$ cat src/rtl/uart_pkg.sv
// ---------------------------------------------------------------------------
// uart_pkg
// Shared definitions for the UART receive controller:
//   - register byte offsets (DATA, STAT, CTRL, CLR)
//   - bit positions inside STAT, CTRL and CLR
//   - bus handshake FSM state encoding
// ---------------------------------------------------------------------------
package uart_pkg;

    // Register byte offsets; address bits [1:0] are don't-care.
    localparam logic [3:0] OFF_DATA = 4'h0;
    localparam logic [3:0] OFF_STAT = 4'h4;
    localparam logic [3:0] OFF_CTRL = 4'h8;
    localparam logic [3:0] OFF_CLR  = 4'hC;

    // DATA read layout
    localparam int DATA_VALID   = 8;

    // STAT bits
    localparam int STAT_EMPTY   = 0;
    localparam int STAT_FULL    = 1;
    localparam int STAT_OVR     = 2;
    localparam int STAT_TO      = 3;
    localparam int STAT_CNT_LSB = 8;
    localparam int CNT_FIELD_W  = 7;

    // CTRL bits
    localparam int CTRL_RX_EN   = 0;
    localparam int CTRL_THR_IE  = 1;
    localparam int CTRL_OVR_IE  = 2;
    localparam int CTRL_TO_IE   = 3;
    localparam int CTRL_THR_LSB = 8;

    // CLR bits (write-1-to-clear / action)
    localparam int CLR_OVR      = 2;
    localparam int CLR_TO       = 3;
    localparam int CLR_FLUSH    = 4;

    typedef enum logic {
        ST_IDLE = 1'b0,
        ST_ACK  = 1'b1
    } bus_state_e;

endpackage

$ cat src/rtl/uart_rx_ctrl_if.sv
// ---------------------------------------------------------------------------
// uart_rx_ctrl_if
// CPU register bus between a master and the UART receive controller.
//   reg_req   : request, held by the master until reg_ack
//   reg_we    : 1 = write, 0 = read
//   reg_addr  : byte address, bits [1:0] ignored
//   reg_wdata : write data
//   reg_rdata : read data, valid with reg_ack
//   reg_ack   : one-cycle completion strobe
// ---------------------------------------------------------------------------
interface uart_rx_ctrl_if;
    logic        reg_req;
    logic        reg_we;
    logic [3:0]  reg_addr;
    logic [31:0] reg_wdata;
    logic [31:0] reg_rdata;
    logic        reg_ack;

    modport master (
        output reg_req, reg_we, reg_addr, reg_wdata,
        input  reg_rdata, reg_ack
    );

    modport slave (
        input  reg_req, reg_we, reg_addr, reg_wdata,
        output reg_rdata, reg_ack
    );
endinterface

$ cat src/rtl/uart_rx_fifo.sv
// ---------------------------------------------------------------------------
// uart_rx_fifo
// Byte-wide synchronous FIFO with first-word-fall-through output.
//   clk, resetn : clock, synchronous active-low reset
//   push_i      : write din_i (ignored when full unless popping too)
//   pop_i       : drop the head entry (ignored when empty)
//   flush_i     : empty the FIFO; overrides push and pop
//   din_i       : byte to write
//   dout_o      : head entry, valid whenever empty_o = 0
//   count_o     : number of stored entries, 0..DEPTH
//   full_o      : count_o == DEPTH
//   empty_o     : count_o == 0
// DEPTH must be a power of two so the pointers wrap naturally.
// ---------------------------------------------------------------------------
module uart_rx_fifo #(
    parameter  int DEPTH = 16,
    localparam int AW    = $clog2(DEPTH),
    localparam int CW    = AW + 1
) (
    input  logic          clk,
    input  logic          resetn,
    input  logic          push_i,
    input  logic          pop_i,
    input  logic          flush_i,
    input  logic [7:0]    din_i,
    output logic [7:0]    dout_o,
    output logic [CW-1:0] count_o,
    output logic          full_o,
    output logic          empty_o
);

    logic [7:0]    mem_q [DEPTH];
    logic [AW-1:0] rd_q, wr_q;
    logic [CW-1:0] cnt_q;
    logic          do_pop, do_push;

    assign empty_o = (cnt_q == '0);
    assign full_o  = (cnt_q == CW'(DEPTH));
    assign do_pop  = pop_i && !empty_o;
    // A pop in the same cycle frees the slot, so a full FIFO still accepts.
    assign do_push = push_i && (!full_o || do_pop);

    always_ff @(posedge clk) begin
        if (!resetn) begin
            rd_q  <= '0;
            wr_q  <= '0;
            cnt_q <= '0;
        end else if (flush_i) begin
            rd_q  <= '0;
            wr_q  <= '0;
            cnt_q <= '0;
        end else begin
            if (do_push) wr_q <= wr_q + 1'b1;
            if (do_pop)  rd_q <= rd_q + 1'b1;
            case ({do_push, do_pop})
                2'b10:   cnt_q <= cnt_q + 1'b1;
                2'b01:   cnt_q <= cnt_q - 1'b1;
                default: cnt_q <= cnt_q;
            endcase
        end
    end

    // Storage needs no reset; a write racing a flush lands in a dead slot.
    always_ff @(posedge clk) begin
        if (do_push) mem_q[wr_q] <= din_i;
    end

    assign dout_o  = mem_q[rd_q];
    assign count_o = cnt_q;

endmodule

$ cat src/rtl/uart_rx_ctrl.sv
// ---------------------------------------------------------------------------
// uart_rx_ctrl
// Receive-side UART controller: buffers received bytes in a FIFO and exposes
// DATA / STAT / CTRL / CLR registers on a req/ack register bus, plus a level
// interrupt on fill threshold, overrun, or (optional) line-idle timeout.
//   clk, resetn : clock, synchronous active-low reset
//   rx_data     : byte from the bit-level receiver
//   rx_valid    : one-cycle strobe qualifying rx_data
//   bus         : register bus (uart_rx_ctrl_if.slave)
//   irq         : registered level interrupt
// Build option: define UART_RX_CTRL_TIMEOUT_EN to include the idle-timeout
// counter; otherwise STAT[3]/CTRL[3] read 0 and never interrupt.
// ---------------------------------------------------------------------------
module uart_rx_ctrl
    import uart_pkg::*;
#(
    parameter int FIFO_DEPTH     = 16,
    parameter int TIMEOUT_CYCLES = 208333
) (
    input  logic       clk,
    input  logic       resetn,
    input  logic [7:0] rx_data,
    input  logic       rx_valid,
    uart_rx_ctrl_if.slave bus,
    output logic       irq
);

    localparam int CW = $clog2(FIFO_DEPTH) + 1;

    if (FIFO_DEPTH < 2 || FIFO_DEPTH > 64 ||
        (FIFO_DEPTH & (FIFO_DEPTH - 1)) != 0 || TIMEOUT_CYCLES < 1) begin : g_bad_cfg
        $error("uart_rx_ctrl: FIFO_DEPTH must be a power of two in 2..64, TIMEOUT_CYCLES >= 1");
    end

`ifdef UART_RX_CTRL_TIMEOUT_EN
    localparam bit TO_EN = 1'b1;
`else
    localparam bit TO_EN = 1'b0;
`endif

    // ---------------- bus FSM ----------------
    bus_state_e state_q, state_d;
    logic       access;

    always_ff @(posedge clk) begin
        if (!resetn) state_q <= ST_IDLE;
        else         state_q <= state_d;
    end

    // The access fires only on the IDLE->ACK edge, so a request still held
    // during ACK is never executed twice.
    always_comb begin
        state_d = state_q;
        access  = 1'b0;
        case (state_q)
            ST_IDLE: if (bus.reg_req) begin
                state_d = ST_ACK;
                access  = 1'b1;
            end
            ST_ACK:  state_d = ST_IDLE;
            default: state_d = ST_IDLE;
        endcase
    end

    assign bus.reg_ack = (state_q == ST_ACK);

    // ---------------- decode ----------------
    logic [3:0] off;
    logic       rd_data, wr_ctrl, wr_clr;
    logic       clr_ovr, clr_to, flush;

    assign off     = {bus.reg_addr[3:2], 2'b00};
    assign rd_data = access && !bus.reg_we && (off == OFF_DATA);
    assign wr_ctrl = access &&  bus.reg_we && (off == OFF_CTRL);
    assign wr_clr  = access &&  bus.reg_we && (off == OFF_CLR);
    assign clr_ovr = wr_clr && bus.reg_wdata[CLR_OVR];
    assign clr_to  = wr_clr && bus.reg_wdata[CLR_TO];
    assign flush   = wr_clr && bus.reg_wdata[CLR_FLUSH];

    // ---------------- CTRL ----------------
    logic                   rx_en_q, thr_ie_q, ovr_ie_q, to_ie_q;
    logic [CNT_FIELD_W-1:0] thr_q;

    always_ff @(posedge clk) begin
        if (!resetn) begin
            rx_en_q  <= 1'b0;
            thr_ie_q <= 1'b0;
            ovr_ie_q <= 1'b0;
            to_ie_q  <= 1'b0;
            thr_q    <= '0;
        end else if (wr_ctrl) begin
            rx_en_q  <= bus.reg_wdata[CTRL_RX_EN];
            thr_ie_q <= bus.reg_wdata[CTRL_THR_IE];
            ovr_ie_q <= bus.reg_wdata[CTRL_OVR_IE];
            to_ie_q  <= TO_EN && bus.reg_wdata[CTRL_TO_IE];
            thr_q    <= bus.reg_wdata[CTRL_THR_LSB +: CNT_FIELD_W];
        end
    end

    // ---------------- FIFO ----------------
    logic          push;
    logic [7:0]    f_dout;
    logic [CW-1:0] f_count;
    logic          f_full, f_empty;

    assign push = rx_valid && rx_en_q;

    uart_rx_fifo #(.DEPTH(FIFO_DEPTH)) u_fifo (
        .clk     (clk),
        .resetn  (resetn),
        .push_i  (push),
        .pop_i   (rd_data),
        .flush_i (flush),
        .din_i   (rx_data),
        .dout_o  (f_dout),
        .count_o (f_count),
        .full_o  (f_full),
        .empty_o (f_empty)
    );

    // ---------------- overrun ----------------
    // Full implies non-empty, so a same-cycle DATA read always frees a slot.
    logic ovr_q, ovr_set;
    assign ovr_set = push && f_full && !rd_data;

    always_ff @(posedge clk) begin
        if (!resetn) ovr_q <= 1'b0;
        else         ovr_q <= ovr_set || (ovr_q && !clr_ovr);
    end

    // ---------------- idle timeout ----------------
    logic timeout;
`ifdef UART_RX_CTRL_TIMEOUT_EN
    localparam int TW = $clog2(TIMEOUT_CYCLES + 1);
    logic [TW-1:0] idle_q, idle_d;
    logic          to_q, to_hit;

    // Counts idle clocks while data waits; parks at TIMEOUT_CYCLES.
    always_comb begin
        idle_d = idle_q;
        to_hit = 1'b0;
        if (push || flush || f_empty) begin
            idle_d = '0;
        end else if (idle_q != TW'(TIMEOUT_CYCLES)) begin
            idle_d = idle_q + 1'b1;
            to_hit = (idle_q == TW'(TIMEOUT_CYCLES - 1));
        end
    end

    always_ff @(posedge clk) begin
        if (!resetn) begin
            idle_q <= '0;
            to_q   <= 1'b0;
        end else begin
            idle_q <= idle_d;
            to_q   <= to_hit || (to_q && !clr_to);
        end
    end

    assign timeout = to_q;
`else
    assign timeout = 1'b0;
`endif

    // ---------------- read data / irq ----------------
    logic [31:0] rd_mux, rdata_q;
    logic        irq_q, thr_hit;

    always_comb begin
        rd_mux = '0;
        case (off)
            OFF_DATA: if (!f_empty) begin
                rd_mux[7:0]        = f_dout;
                rd_mux[DATA_VALID] = 1'b1;
            end
            OFF_STAT: begin
                rd_mux[STAT_EMPTY] = f_empty;
                rd_mux[STAT_FULL]  = f_full;
                rd_mux[STAT_OVR]   = ovr_q;
                rd_mux[STAT_TO]    = timeout;
                rd_mux[STAT_CNT_LSB +: CNT_FIELD_W] = CNT_FIELD_W'(f_count);
            end
            OFF_CTRL: begin
                rd_mux[CTRL_RX_EN]  = rx_en_q;
                rd_mux[CTRL_THR_IE] = thr_ie_q;
                rd_mux[CTRL_OVR_IE] = ovr_ie_q;
                rd_mux[CTRL_TO_IE]  = to_ie_q;
                rd_mux[CTRL_THR_LSB +: CNT_FIELD_W] = thr_q;
            end
            default: rd_mux = '0;
        endcase
    end

    // Threshold values above FIFO_DEPTH can never be reached by count.
    assign thr_hit = (CNT_FIELD_W'(f_count) >= thr_q) && (thr_q != '0);

    always_ff @(posedge clk) begin
        if (!resetn) begin
            rdata_q <= '0;
            irq_q   <= 1'b0;
        end else begin
            rdata_q <= access ? rd_mux : '0;
            irq_q   <= (thr_ie_q && thr_hit) || (ovr_ie_q && ovr_q) || (to_ie_q && timeout);
        end
    end

    assign bus.reg_rdata = rdata_q;
    assign irq           = irq_q;

    wire unused_bits = ^{bus.reg_addr[1:0], bus.reg_wdata};

endmodule

$ cat src/flat_wrapper.sv
// flat-port wrapper written by rule: the top's interface ports become plain ports
module uart_rx_ctrl_flat import uart_pkg::*;
#(
    parameter int FIFO_DEPTH     = 16,
    parameter int TIMEOUT_CYCLES = 208333
)
  (clk, resetn, rx_data, rx_valid, irq, bus_reg_req, bus_reg_we, bus_reg_addr, bus_reg_wdata, bus_reg_rdata, bus_reg_ack);
  uart_rx_ctrl_if bus_i ();
  input  logic clk;
  input  logic resetn;
  input  logic [7:0] rx_data;
  input  logic rx_valid;
  output logic irq;
  input wire logic [$bits(bus_i.reg_req)-1:0] bus_reg_req;
  input wire logic [$bits(bus_i.reg_we)-1:0] bus_reg_we;
  input wire logic [$bits(bus_i.reg_addr)-1:0] bus_reg_addr;
  input wire logic [$bits(bus_i.reg_wdata)-1:0] bus_reg_wdata;
  output wire logic [$bits(bus_i.reg_rdata)-1:0] bus_reg_rdata;
  output wire logic [$bits(bus_i.reg_ack)-1:0] bus_reg_ack;
  assign bus_i.reg_req = bus_reg_req;
  assign bus_i.reg_we = bus_reg_we;
  assign bus_i.reg_addr = bus_reg_addr;
  assign bus_i.reg_wdata = bus_reg_wdata;
  assign bus_reg_rdata = bus_i.reg_rdata;
  assign bus_reg_ack = bus_i.reg_ack;
  uart_rx_ctrl #(.FIFO_DEPTH(FIFO_DEPTH), .TIMEOUT_CYCLES(TIMEOUT_CYCLES)) u_core (.clk(clk), .resetn(resetn), .rx_data(rx_data), .rx_valid(rx_valid), .bus(bus_i), .irq(irq));
endmodule
$ cat config.mk
export PLATFORM = sky130hd
export DESIGN_NAME = uart_rx_ctrl_flat
export DESIGN_NICKNAME = d
export VERILOG_FILES = /design/src/rtl/uart_pkg.sv /design/src/rtl/uart_rx_ctrl_if.sv /design/src/rtl/uart_rx_fifo.sv /design/src/rtl/uart_rx_ctrl.sv /design/src/flat_wrapper.sv
export SDC_FILE = /design/constraint.sdc
export NUM_CORES = 1
export LEC_CHECK = 0
export BUFFER_PORTS_ARGS = -buffer_cell sky130_fd_sc_hd__buf_2
export CAP_MARGIN = 10
export CORE_MARGIN = 3
export CORE_UTILIZATION = 40
export DETAILED_ROUTE_END_ITERATION = 8
export HOLD_SLACK_MARGIN = 0.1
export PLACE_DENSITY = 0.6
export SLEW_MARGIN = 20
export SYNTH_ARGS = -nofsm -noshare
export SYNTH_HDL_FRONTEND = slang
export SYNTH_HIERARCHICAL = 1
export SYNTH_SLANG_ARGS = --single-unit
$ cat constraint.sdc
create_clock -name clk -period 3.4 [get_ports clk]
set_input_delay 0.51 -clock clk [delete_from_list [all_inputs] [get_ports clk]]
set_output_delay 0.51 -clock clk [all_outputs]
set_load 0.02 [all_outputs]
### After elaboration in Yosys (flattened, before gate mapping)

Memory sizes are Yosys's and may differ from the RTL's. A register that Yosys moved wholly into a read port is not among the register bits.
Index checks and enable logic that the tools add are counted.

* memories: 1
* input bits: 49
* bits in writable memories: 128
* output and inout port bits: 34
* register bits: 58
* logic and storage cells: 72

Memory list
* u_core.u_fifo.mem_q: words 16, width 8, read ports 1, clocked after memory_dff 1, write ports 1, RTL line uart_rx_fifo.sv:32 `logic [7:0] mem_q [DEPTH];`

* bitwise operators: 4
* multiplexer cells: 12
* equality and inequality tests: 6
* add/subtract/negate cells: 4
* reductions and logical operators: 31
* $lt $le $gt $ge: 1

Operators with widths (number)
* $logic_and 1x1->1: 16
* $pmux 4 s3: 1
* $pmux 6 s2: 1
* $pmux 5 s2: 1
* $mux 9: 1
* $add 4x1->4 const B: 2
* $mux 4: 2
* $ge 5x7->1: 1
* $reduce_bool 7->1: 1
* $eq 2x2->1 const B: 3
* $add 5x1->5 const B: 1
* $eq 5x5->1 const B: 1
* $logic_not 1->1: 5
* $logic_not 5->1: 1
* $sub 5x1->5 const B: 1
* $eq 2x1->1 const B: 2
* $logic_not 4->1: 1
* $mux 1: 4
* $not 1->1: 4
* $reduce_or 4->1: 1
* $logic_or 1x1->1: 3
* $pmux 1 s3: 1
* $pmux 1 s2: 1
* $reduce_and 2->1: 1
* 2 further kinds: 2

### Longest topological paths before layout

Gate-level depths: netlist of run 1.

* depth after elaboration: 9
* gate-level depth with buffers: 11
* depth with buffers taken out: 11

### By module

Netlist of run 1, hierarchy kept.

By module, submodules not included
* uart_rx_fifo: times used 1, cells an instance 330, area each 5879.4 µm²
* uart_rx_ctrl: times used 1, cells an instance 148, area each 1372.6 µm²

### Worst setup path before layout of run 1

No wires, ideal clock.

* path type: input port to flip-flop
* start point: in bus_reg_addr[2]
* end point: reg u_core.u_fifo.cnt_q[4], in the netlist u_core/u_fifo/count_o[4]
* arrival: 2.622 ns
* data required time: 3.273 ns
* cell stages on the path: 10
* setup slack: 0.651 ns
* cell sequence: inv_1 -> ha_1 -> and3b_1 -> nor2b_1 -> o21ai_2 -> fa_1 -> nand2b_1 -> a21o_1 -> a2111o_1 -> or3_1

* word-level cells in the longest chain between the ends: 7

RTL lines
* start: declaration: RTL line flat_wrapper.sv:16 `input wire logic [$bits(bus_i.reg_addr)-1:0] bus_reg_addr;`
* $logic_not 4->1 (*): RTL line uart_rx_ctrl.sv:73 `assign rd_data = access && !bus.reg_we && (off == OFF_DATA);`
* $logic_and 1x1->1 (*): RTL line uart_rx_ctrl.sv:73
* via u_core.rd_data: RTL line uart_rx_ctrl.sv:69 `logic rd_data, wr_ctrl, wr_clr;`
* $logic_and 1x1->1 (*): RTL line uart_rx_fifo.sv:39 `assign do_pop = pop_i && !empty_o;`
* $logic_or 1x1->1: RTL line uart_rx_fifo.sv:41 `assign do_push = push_i && (!full_o || do_pop);`
* $logic_and 1x1->1: RTL line uart_rx_fifo.sv:41
* $eq 2x1->1 or $eq 2x2->1 (tied branches): RTL line uart_rx_fifo.sv:55 `case ({do_push, do_pop})`
* $pmux 5 s2 or $reduce_bool 2->1 (tied branches)
* end signal: assignment: RTL line uart_rx_fifo.sv:56 `2'b10: cnt_q <= cnt_q + 1'b1;`
* end signal: assignment: RTL line uart_rx_fifo.sv:57 `2'b01: cnt_q <= cnt_q - 1'b1;`
* end signal: assignment: RTL line uart_rx_fifo.sv:58 `default: cnt_q <= cnt_q;`
* end: declaration: RTL line uart_rx_fifo.sv:34 `logic [CW-1:0] cnt_q;`

Mark *: on every way through the listed nets, which the timed path passes. The rest lies on a longest branch.
A chain may end at the register's enable or synchronous reset.

### Worst setup path in the final report of run 1

* start point: reg u_core.u_fifo.cnt_q[0], in the netlist u_core/u_fifo/count_o[0]
* end point: reg u_core.u_fifo.cnt_q[4], in the netlist u_core/u_fifo/count_o[4]

* word-level cells in the longest chain between the ends: 7

RTL lines
* $logic_not 5->1: RTL line uart_rx_fifo.sv:37 `assign empty_o = (cnt_q == '0);`
* $logic_not 1->1
* $logic_and 1x1->1: RTL line uart_rx_fifo.sv:39
* $logic_or 1x1->1: RTL line uart_rx_fifo.sv:41
* $logic_and 1x1->1: RTL line uart_rx_fifo.sv:41
* $eq 2x1->1 or $eq 2x2->1 (tied branches): RTL line uart_rx_fifo.sv:55
* $pmux 5 s2 or $reduce_bool 2->1 (tied branches)

Several ways; a longest one is shown, not always the timed one.

==> results of run 1 <==
[critical path, delay by kind of cell (launching register included)]
kind | cells | cell delay [ns]
compound gates | 3 | 0.84
buf+inv | 1 | 0.16
simple gates | 3 | 1.06
fa+ha+maj | 1 | 0.35
flops | 1 | 0.38
[power by group through the flow]
stage | logic, mW | registers (mW) | clock network [mW]
2_1_floorplan | 0.0790 | 2.32 | 0
5_1_grt | 0.129 | 2.27 | 1.97
3_3_place_gp | 0.110 | 2.32 | 0
4_1_cts | 0.116 | 2.27 | 1.88
3_5_place_dp | 0.115 | 2.32 | 0
6_report | 0.115 | 2.27 | 1.83
[final timing paths]
kind                                          startpoint                        to  slack [ns]  depth (start not counted)
worst max register to register  u_core/u_fifo/count_o[0]  u_core/u_fifo/count_o[4]        0.48                          8
worst max-delay path            u_core/u_fifo/count_o[0]  u_core/u_fifo/count_o[4]        0.48                          8
worst min register to register           u_core/thr_q[6]           u_core/thr_q[6]        0.49                          2
worst min-delay path                   bus_reg_wdata[10]           u_core/thr_q[2]        0.33                          3
[cells in the final DEF (no fill, tap or decap), types with 4 or more instances in the layout]
cell type / netlist / final
edfxtp_1: 128 / 128
dfxtp_1: 45 / 44
buf_2: 4 / 42
nand2_1: 35 / 35
nor2_1: 32 / 32
mux4_2: 32 / 32
a22oi_1: 21 / 21
inv_1: 18 / 18
ha_1: 18 / 18
clkbuf_16: 0 / 17
conb_1: 1 / 17
buf_4: 17 / 13
and2_1: 10 / 10
a21boi_2: 10 / 10
and3_1: 9 / 9
nor2b_1: 7 / 7
clkinvlp_4: 0 / 6
nand3_1: 6 / 6
o21ai_0: 5 / 5
nor4_1: 5 / 5
nand4_1: 4 / 4
o211ai_1: 4 / 4
[cell usage after synthesis (3+ instances only)]
master / count / area (um^2)
mux2i_1: 3 / 30.03
mux4_2: 32 / 720.7
nor2_1: 32 / 120.1
a22oi_1: 21 / 157.7
nor4_1: 5 / 31.28
a21o_1: 3 / 22.52
o211ai_1: 4 / 30.03
buf_2: 4 / 20.02
inv_1: 18 / 67.56
buf_4: 17 / 127.6
nand4_1: 4 / 25.02
a21boi_2: 10 / 112.6
nand2_1: 35 / 131.4
a21oi_1: 3 / 15.01
a211oi_1: 3 / 22.52
nand3_1: 6 / 30.03
nand2b_1: 3 / 18.77
clkbuf_1: 12 / 45.04
and3_1: 9 / 56.30
dfxtp_1: 45 / 900.9
edfxtp_1: 128 / 3844
ha_1: 18 / 225.2
nor2b_1: 7 / 43.79
and2_1: 10 / 62.56
o21ai_0: 5 / 25.02
xor2_1: 3 / 26.28
[registers in the layout, indices dropped and copies added, names as in the netlist, named ones only]
signal / flops
u_core/bus.reg_ack: 1
u_core/bus.reg_rdata: 15
u_core/irq: 1
u_core/ovr_ie_q: 1
u_core/ovr_q: 1
u_core/rx_en_q: 1
u_core/thr_ie_q: 1
u_core/thr_q: 7
u_core/u_fifo/count_o: 5
u_core/u_fifo/mem_q: 128
u_core/u_fifo/rd_q: 4
u_core/u_fifo/wr_q: 4
[kinds of logic after synthesis]
group                    count (synthesis)  share of synthesized area [%]
AO/OA/AOI/OAI                           62                          6.988
XOR/XNOR                                 5                         0.6040
adder cells (fa/ha/maj)                 19                          3.382
buffers and inverters                   55                          4.003
flip-flops                             173                          65.42
multiplexers                            36                          10.51
other                                    1                        0.05171
AND/OR/NAND/NOR                        127                          9.041
[routing by layer]
layer / global-route usage [%] / wire length [um] / vias to the layer above
met3: 5.360 / 854 / 18
met4: 4.742 / 192 / 0
met1: 19.68 / 6387 / 2055
li1: - / - / 1892
met5: 0 / 0 / -
met2: 24.37 / 6946 / 106
[cell type report]
type,count,area [um^2]
fill,1512,9293
timing repair buffer,55,307.8
multi-input combinational,266,2277
clock inverter,14,135.1
sequential,173,4746
inverter,18,67.56
tap,225,281.5
clock buffer,18,429.2
[through the flow]
stage | power [mW] | util (%) | area, um^2 | setup WS (ns)
2_1_floorplan | 2.398 | - | 7312 | 0.6508
3_3_place_gp | 2.429 | 43.79 | 7680 | 0.4598
3_5_place_dp | 2.434 | 43.79 | 7680 | 0.3983
4_1_cts | 4.272 | 47.01 | 8244 | 0.4910
5_1_grt | 4.370 | 47.01 | 8244 | 0.3226
6_report | 4.223 | 47.01 | 8244 | 0.4760
==> impl_metrics.prom, run 1 <==
# TYPE chip_impl_metric gauge
chip_impl_info{name="status",value="finished clean"} 1
chip_impl_metric{name="critPathMaxFanout",unit=""} 10
chip_impl_metric{name="core_area",unit="mm^2"} 0.01754
chip_impl_metric{name="leakage",unit="nW"} 2.893
chip_impl_metric{name="area_enclosed_by_the_die_boundary",unit="mm^2"} 0.01978
chip_impl_metric{name="seq_area_frac_synth",unit="%"} 65.42
chip_impl_metric{name="synth_edf_count",unit=""} 128
chip_impl_metric{name="grt_first_pass_wirelength",unit="um"} 22660
chip_impl_metric{name="cts_buffer_depth",unit=""} 2
chip_impl_metric{name="power.switching_fraction",unit="%"} 21.38
chip_impl_metric{name="routabilityCongestion",unit=""} 0.8945
chip_impl_info{name="setup_repair_after_global_routing_missed_its_margin",value="no"} 1
chip_impl_metric{name="post-route-drc-count",unit=""} 0
chip_impl_metric{name="buffer_ports.inserted",unit=""} 42
chip_impl_metric{name="cts_made_buffers",unit=""} 17
chip_impl_info{name="crit_slowest_cell",value="or4_4"} 1
chip_impl_metric{name="numPlacedInstances",unit=""} 737
chip_impl_metric{name="layout-drive-gt1-share",unit="%"} 25.55
chip_impl_metric{name="clk-insertion-delay-late",unit="ns"} 0.43
chip_impl_metric{name="netlist-cell-type-count",unit=""} 57
chip_impl_metric{name="power.clock.fraction",unit="%"} 43.4
chip_impl_metric{name="ys_seq_elements",unit=""} 173
chip_impl_info{name="criticalPathCategory",value="reg -> reg"} 1
chip_impl_metric{name="routed-via-count",unit=""} 4071
chip_impl_metric{name="syn-cell-area",unit="mm^2"} 0.007252
chip_impl_metric{name="min_period_over_period",unit="%"} 86.00
chip_impl_metric{name="detail_route.vias_per_cell",unit=""} 5.294
chip_impl_metric{name="cts.reportedPaths.clkPinSlew",unit="ns"} 0.07
chip_impl_info{name="start_kind",value="flip-flop"} 1
chip_impl_metric{name="nets",unit=""} 599
chip_impl_metric{name="slew_headroom",unit="%"} 42.27
chip_impl_metric{name="yosysWarningCount",unit=""} 6
chip_impl_info{name="critPathCaptureType",value="flip-flop"} 1
chip_impl_metric{name="cts_setup_buffers",unit=""} 0
chip_impl_metric{name="grt_start_max_net_pins",unit=""} 25
chip_impl_info{name="cell_by_cell_listing_of_the_critical_path",value="or4_4, o21ai_2, inv_1, ha_1, nand2b_1, a21o_1, a2111o_1, or3_1"} 1
chip_impl_metric{name="clock-sinks",unit=""} 173
chip_impl_metric{name="pwr_density_cell",unit="mW/mm^2"} 512.3
chip_impl_metric{name="tns",unit="ns"} 0
chip_impl_metric{name="routed_wirelength",unit="um"} 14380
chip_impl_metric{name="cp_slowest_stage_delay",unit="ns"} 0.66
chip_impl_metric{name="cts.hold.buffers_added",unit=""} 0
chip_impl_metric{name="synth_cells",unit=""} 478
chip_impl_metric{name="share_seq_of_total_power",unit="%"} 53.8
chip_impl_metric{name="worstPathRequired",unit="ns"} 3.70
chip_impl_metric{name="first_global_vias",unit=""} 4125
chip_impl_metric{name="io_pins",unit=""} 83
chip_impl_info{name="timing.hold.worst.class",value="in -> reg"} 1
chip_impl_metric{name="routedWlPerCell",unit="um"} 18.70
chip_impl_metric{name="async_set_or_reset_register_ratio_after_synthesis",unit="%"} 0
chip_impl_metric{name="fin_skew",unit="ns"} 0.009754
chip_impl_metric{name="internal_cell_power",unit="mW"} 3.320
chip_impl_metric{name="drt-pass1-iter-count",unit=""} 5
chip_impl_metric{name="vdd.ir_drop.worst",unit="mV"} 0.3766
chip_impl_metric{name="combPwrFrac",unit="%"} 2.7
chip_impl_metric{name="worst_max_slew_pin_slew",unit="ns"} 0.8641
chip_impl_metric{name="hold_ws",unit="ns"} 0.3322
chip_impl_metric{name="finalHoldViolCount",unit=""} 0
chip_impl_info{name="cts_root_buf",value="clkbuf_16"} 1
chip_impl_metric{name="max_freq",unit="MHz"} 342.0
chip_impl_metric{name="detail-route-antenna-nets",unit=""} 0
chip_impl_info{name="yosys_most_used_dff",value="edfxtp_1"} 1
chip_impl_metric{name="grt-ovfl-total",unit=""} 0
chip_impl_metric{name="floorplan.rows",unit=""} 48
chip_impl_metric{name="cp_data_arrival_time",unit="ns"} 3.22
chip_impl_metric{name="finalSetupViolations",unit=""} 0
chip_impl_metric{name="grtUsageTotal",unit="%"} 15.24
chip_impl_metric{name="layout-area-overhead-vs-synth",unit="%"} 13.68
chip_impl_metric{name="finalMaxSlewViolations",unit=""} 0
chip_impl_metric{name="timing.final.crit_period",unit="ns"} 2.924
chip_impl_metric{name="htree_levels",unit=""} 4
chip_impl_metric{name="die_y",unit="um"} 140.6
chip_impl_metric{name="grt_antenna_before_repair",unit=""} 0
chip_impl_metric{name="diodes",unit=""} 0
chip_impl_metric{name="die_w",unit="um"} 140.6
chip_impl_metric{name="average_instance_area_after_synthesis",unit="um^2"} 15.17
chip_impl_metric{name="detailedPlacementHpwl",unit="um"} 9504
chip_impl_metric{name="initial_utilization",unit="%"} 41.35
chip_impl_metric{name="power.net_switching",unit="mW"} 0.9028
chip_impl_metric{name="fin_cells",unit=""} 769
chip_impl_metric{name="post_cts_resize_count",unit=""} 0
chip_impl_metric{name="dr.first_iter.drc_count",unit=""} 333
chip_impl_info{name="tritoncts",value="done"} 1
chip_impl_metric{name="maxCapViolCount",unit=""} 0
Note: power is estimated with default switching activity, not from simulation.
==> run 2: changes to the inputs <==
--- a/config.mk
+++ b/config.mk
@@ -15,5 +15,4 @@
 export SLEW_MARGIN = 20
 export SYNTH_ARGS = -nofsm -noshare
 export SYNTH_HDL_FRONTEND = slang
-export SYNTH_HIERARCHICAL = 1
 export SYNTH_SLANG_ARGS = --single-unit
==> run 2 against run 1 <==
Against the previous run: global-route usage rose by 0.22 points; highest routed layer unchanged; register-to-register slack gained 0.09 ns; worst setup slack improved by 0.088 ns; sequential power about the same; critical path type unchanged; clock skew fell by 0.0014 ns; via count down 4.2%; worst hold slack worse by 0.0095 ns; routed wire length decreased by 0.79%; first-iteration DRC count down 32%; largest power group unchanged; die area down 2.1%; clock-buffer cell count unchanged.
==> impl_metrics.prom, run 2 <==
# TYPE chip_impl_metric gauge
chip_impl_info{name="status",value="finished clean"} 1
chip_impl_info{name="top_area_cells_in_the_synthesized_netlist",value="edfxtp_1, dfxtp_1, mux4_2"} 1
chip_impl_metric{name="clock-sinks",unit=""} 173
chip_impl_info{name="criticalPathCategory",value="reg -> reg"} 1
chip_impl_metric{name="netlist-cell-type-count",unit=""} 51
chip_impl_metric{name="area_enclosed_by_the_die_boundary",unit="mm^2"} 0.01937
chip_impl_metric{name="tns",unit="ns"} 0
chip_impl_metric{name="initial_utilization",unit="%"} 40.87
chip_impl_metric{name="dr.first_iter.drc_count",unit=""} 226
chip_impl_info{name="timing.hold.worst.class",value="in -> reg"} 1
chip_impl_metric{name="cts.hold.buffers_added",unit=""} 0
chip_impl_metric{name="die_w",unit="um"} 139.2
chip_impl_metric{name="yosysWarningCount",unit=""} 0
chip_impl_metric{name="post-route-worst-setup-slack",unit="ns"} 0.5643
chip_impl_metric{name="async_set_or_reset_register_ratio_after_synthesis",unit="%"} 0
chip_impl_metric{name="grt_first_pass_wirelength",unit="um"} 22740
chip_impl_metric{name="multi_input_comb_area",unit="mm^2"} 0.002130
chip_impl_metric{name="layout-drive-gt1-share",unit="%"} 24.62
chip_impl_metric{name="min_period_over_period",unit="%"} 83.40
chip_impl_metric{name="fin_skew",unit="ns"} 0.008388
chip_impl_metric{name="seq_area_frac_synth",unit="%"} 66.89
chip_impl_metric{name="routed-via-count",unit=""} 3902
chip_impl_info{name="top_register",value="u_core.u_fifo.mem_q"} 1
chip_impl_info{name="critPathCaptureType",value="flip-flop"} 1
chip_impl_metric{name="synth_compound_gate_area_share",unit="%"} 4.992
chip_impl_metric{name="cts_buffer_depth",unit=""} 2
chip_impl_metric{name="yosys.area_share.adder",unit="%"} 3.175
chip_impl_metric{name="ys_seq_elements",unit=""} 173
chip_impl_metric{name="reg2reg_setup_slack",unit="ns"} 0.56
chip_impl_metric{name="grt_antenna_before_repair",unit=""} 1
chip_impl_metric{name="leakage",unit="nW"} 2.784
chip_impl_info{name="start_kind",value="flip-flop"} 1
chip_impl_metric{name="syn-cell-area",unit="mm^2"} 0.007093
chip_impl_metric{name="clk-insertion-delay-late",unit="ns"} 0.42
chip_impl_metric{name="grt_start_max_net_pins",unit=""} 23
chip_impl_metric{name="cts_setup_buffers",unit=""} 0
chip_impl_metric{name="buffer_ports.inserted",unit=""} 42
chip_impl_metric{name="core_area",unit="mm^2"} 0.01736
chip_impl_metric{name="critPathMaxFanout",unit=""} 8
chip_impl_info{name="yosys_most_used_dff",value="edfxtp_1"} 1
chip_impl_metric{name="routedWlPerCell",unit="um"} 19.02
chip_impl_metric{name="synth_cells",unit=""} 450
chip_impl_metric{name="finalSetupViolations",unit=""} 0
chip_impl_metric{name="max_freq",unit="MHz"} 352.6
chip_impl_info{name="yosysMostFrequentCell",value="edfxtp_1"} 1
chip_impl_metric{name="nets",unit=""} 578
chip_impl_metric{name="post_cts_resize_count",unit=""} 0
chip_impl_info{name="tritoncts",value="done"} 1
chip_impl_info{name="combinational_family_with_the_most_area_after_synthesis",value="multiplexers"} 1
chip_impl_info{name="layout.cells.most_common",value="edfxtp_1"} 1
chip_impl_metric{name="timing.final.crit_period",unit="ns"} 2.836
chip_impl_metric{name="pwr_density_cell",unit="mW/mm^2"} 517.6
chip_impl_metric{name="io_pins",unit=""} 83
chip_impl_metric{name="layout-area-overhead-vs-synth",unit="%"} 15.31
chip_impl_metric{name="finalHoldViolCount",unit=""} 0
chip_impl_metric{name="num-fill-cells",unit=""} 1472
chip_impl_metric{name="first_global_vias",unit=""} 4029
chip_impl_metric{name="post-synth-top-area-fraction",unit="%"} 54.19
chip_impl_metric{name="cts_made_buffers",unit=""} 17
chip_impl_metric{name="routed_wirelength",unit="um"} 14270
chip_impl_metric{name="floorplan.rows",unit=""} 48
chip_impl_metric{name="post-route-drc-count",unit=""} 0
chip_impl_metric{name="slew_headroom",unit="%"} 51.41
chip_impl_info{name="yosysTopAreaCell",value="edfxtp_1"} 1
chip_impl_metric{name="maxCapViolCount",unit=""} 0
chip_impl_info{name="mostFrequentLayoutCells",value="edfxtp_1, dfxtp_1, buf_2"} 1
chip_impl_metric{name="grt-ovfl-total",unit=""} 0
chip_impl_metric{name="dp_worst_setup_slack",unit="ns"} 0.4222
chip_impl_metric{name="simple_gate_share_of_the_synthesized_area",unit="%"} 6.862
chip_impl_metric{name="average_instance_area_after_synthesis",unit="um^2"} 15.76
chip_impl_metric{name="detail_route.vias_per_cell",unit=""} 5.203
chip_impl_metric{name="worst_max_slew_pin_slew",unit="ns"} 0.7278
chip_impl_metric{name="hold_ws",unit="ns"} 0.3227
chip_impl_metric{name="die_y",unit="um"} 139.2
chip_impl_metric{name="synth_edf_count",unit=""} 128
chip_impl_metric{name="worstPathRequired",unit="ns"} 3.69
chip_impl_metric{name="drt-pass1-iter-count",unit=""} 4
chip_impl_metric{name="routabilityCongestion",unit=""} 0.8451
chip_impl_metric{name="yosys.area_share.xor_xnor",unit="%"} 1.482
chip_impl_metric{name="detail-route-antenna-nets",unit=""} 0
chip_impl_metric{name="vdd.ir_drop.worst",unit="mV"} 0.3809
chip_impl_info{name="synth_top_cells_by_count",value="edfxtp_1, dfxtp_1, nor2_1, nand2_1, mux4_2"} 1
chip_impl_metric{name="htree_levels",unit=""} 4
chip_impl_metric{name="finalMaxSlewViolations",unit=""} 0
chip_impl_metric{name="detailedPlacementHpwl",unit="um"} 9528
chip_impl_metric{name="cp_data_arrival_time",unit="ns"} 3.13
chip_impl_metric{name="register_area",unit="mm^2"} 0.004745
chip_impl_metric{name="yosys-mux-area-fraction",unit="%"} 12.61
chip_impl_info{name="setup_repair_after_global_routing_missed_its_margin",value="no"} 1
chip_impl_metric{name="largest_register_ff_count",unit=""} 128
chip_impl_info{name="cts_root_buf",value="clkbuf_16"} 1
chip_impl_metric{name="grtUsageTotal",unit="%"} 15.47
chip_impl_metric{name="cts.reportedPaths.clkPinSlew",unit="ns"} 0.06
-- run 2: changes by cell type after synthesis, sizes merged, moves of 4 or more --
| cell | before | now |
|---|---|---|
| inv | 18 | 12 |
| nor4 | 5 | 1 |
| xor2 | 3 | 7 |
| nand3 | 7 | 3 |
| o21ai | 8 | 2 |
| a21oi | 3 | 7 |
| mux2i | 3 | 8 |
| and3 | 9 | 3 |
| and2 | 11 | 1 |
| a22oi | 21 | 6 |
| a211oi | 3 | 9 |
-- run 2: cell type report --
class	instances	area share [%]
Antenna cell	1	0.03060
Clock buffer	18	5.247
Clock inverter	14	1.759
Inverter	12	0.5507
Multi-Input combinational cell	241	26.04
Sequential cell	173	58.01
Tap cell	225	3.442
Timing Repair Buffer	66	4.926
-- run 2: cells by family (layout without fill, tap and decap cells) --
family / Yosys count / count (layout)
other: 1 / 18
AOI/OAI and AO/OA: 49 / 49
xor gates and xnor gates: 12 / 12
and+or+nand+nor: 101 / 101
muxes: 44 / 44
adders and majority gates: 18 / 18
DFF: 173 / 173
buffers and inverters: 52 / 110
-- run 2: power breakdown --
group | internal, mW | switching (mW) | leakage [nW]
Sequential | 2.27 | 0.00340 | 1.51
Clock | 1.08 | 0.792 | 0.270
Combinational | 0.0247 | 0.0675 | 1.00
Total | 3.37 | 0.862 | 2.78
-- run 2: final timing paths --
path                                 start                       end  cells past startpoint
setup reg to reg  u_core.u_fifo.count_o[1]  u_core.u_fifo.count_o[4]                     11
hold / removal           bus_reg_wdata[13]           u_core.thr_q[5]                      3
hold reg to reg             u_core.rx_en_q            u_core.rx_en_q                      2
setup / recovery  u_core.u_fifo.count_o[1]  u_core.u_fifo.count_o[4]                     11
-- run 2: worst max-delay path, cell delays in order (launching register included) --
cell and delay (ns):
dfxtp_1 0.41, nor4_2 0.60, a31oi_2 0.21, inv_2 0.09, ha_1 0.32, xor2_1 0.11, ha_1 0.19, a21oi_1 0.23
a22oi_1 0.14, a31oi_1 0.22, xnor2_1 0.14, nor2_1 0.05
-- run 2: routing by layer --
metal | GRT usage (%) | vias up | routed length [um]
met5 | 0 | - | 0
met4 | 5.819 | 0 | 186
met3 | 3.828 | 16 | 690
met2 | 23.75 | 114 | 6747
met1 | 21.46 | 1970 | 6644
li1 | - | 1802 | -
-- run 2: metrics by stage --
step / cells / cell area [um^2] / util, % / power [mW]
after floorplan: 466 / 7153 / - / 2.376
after global placement: 717 / 7604 / 43.81 / 2.402
after detailed placement: 717 / 7604 / 43.81 / 2.407
after CTS: 749 / 8177 / 47.11 / 4.270
after global routing: 750 / 8179 / 47.12 / 4.379
final: 750 / 8179 / 47.12 / 4.234
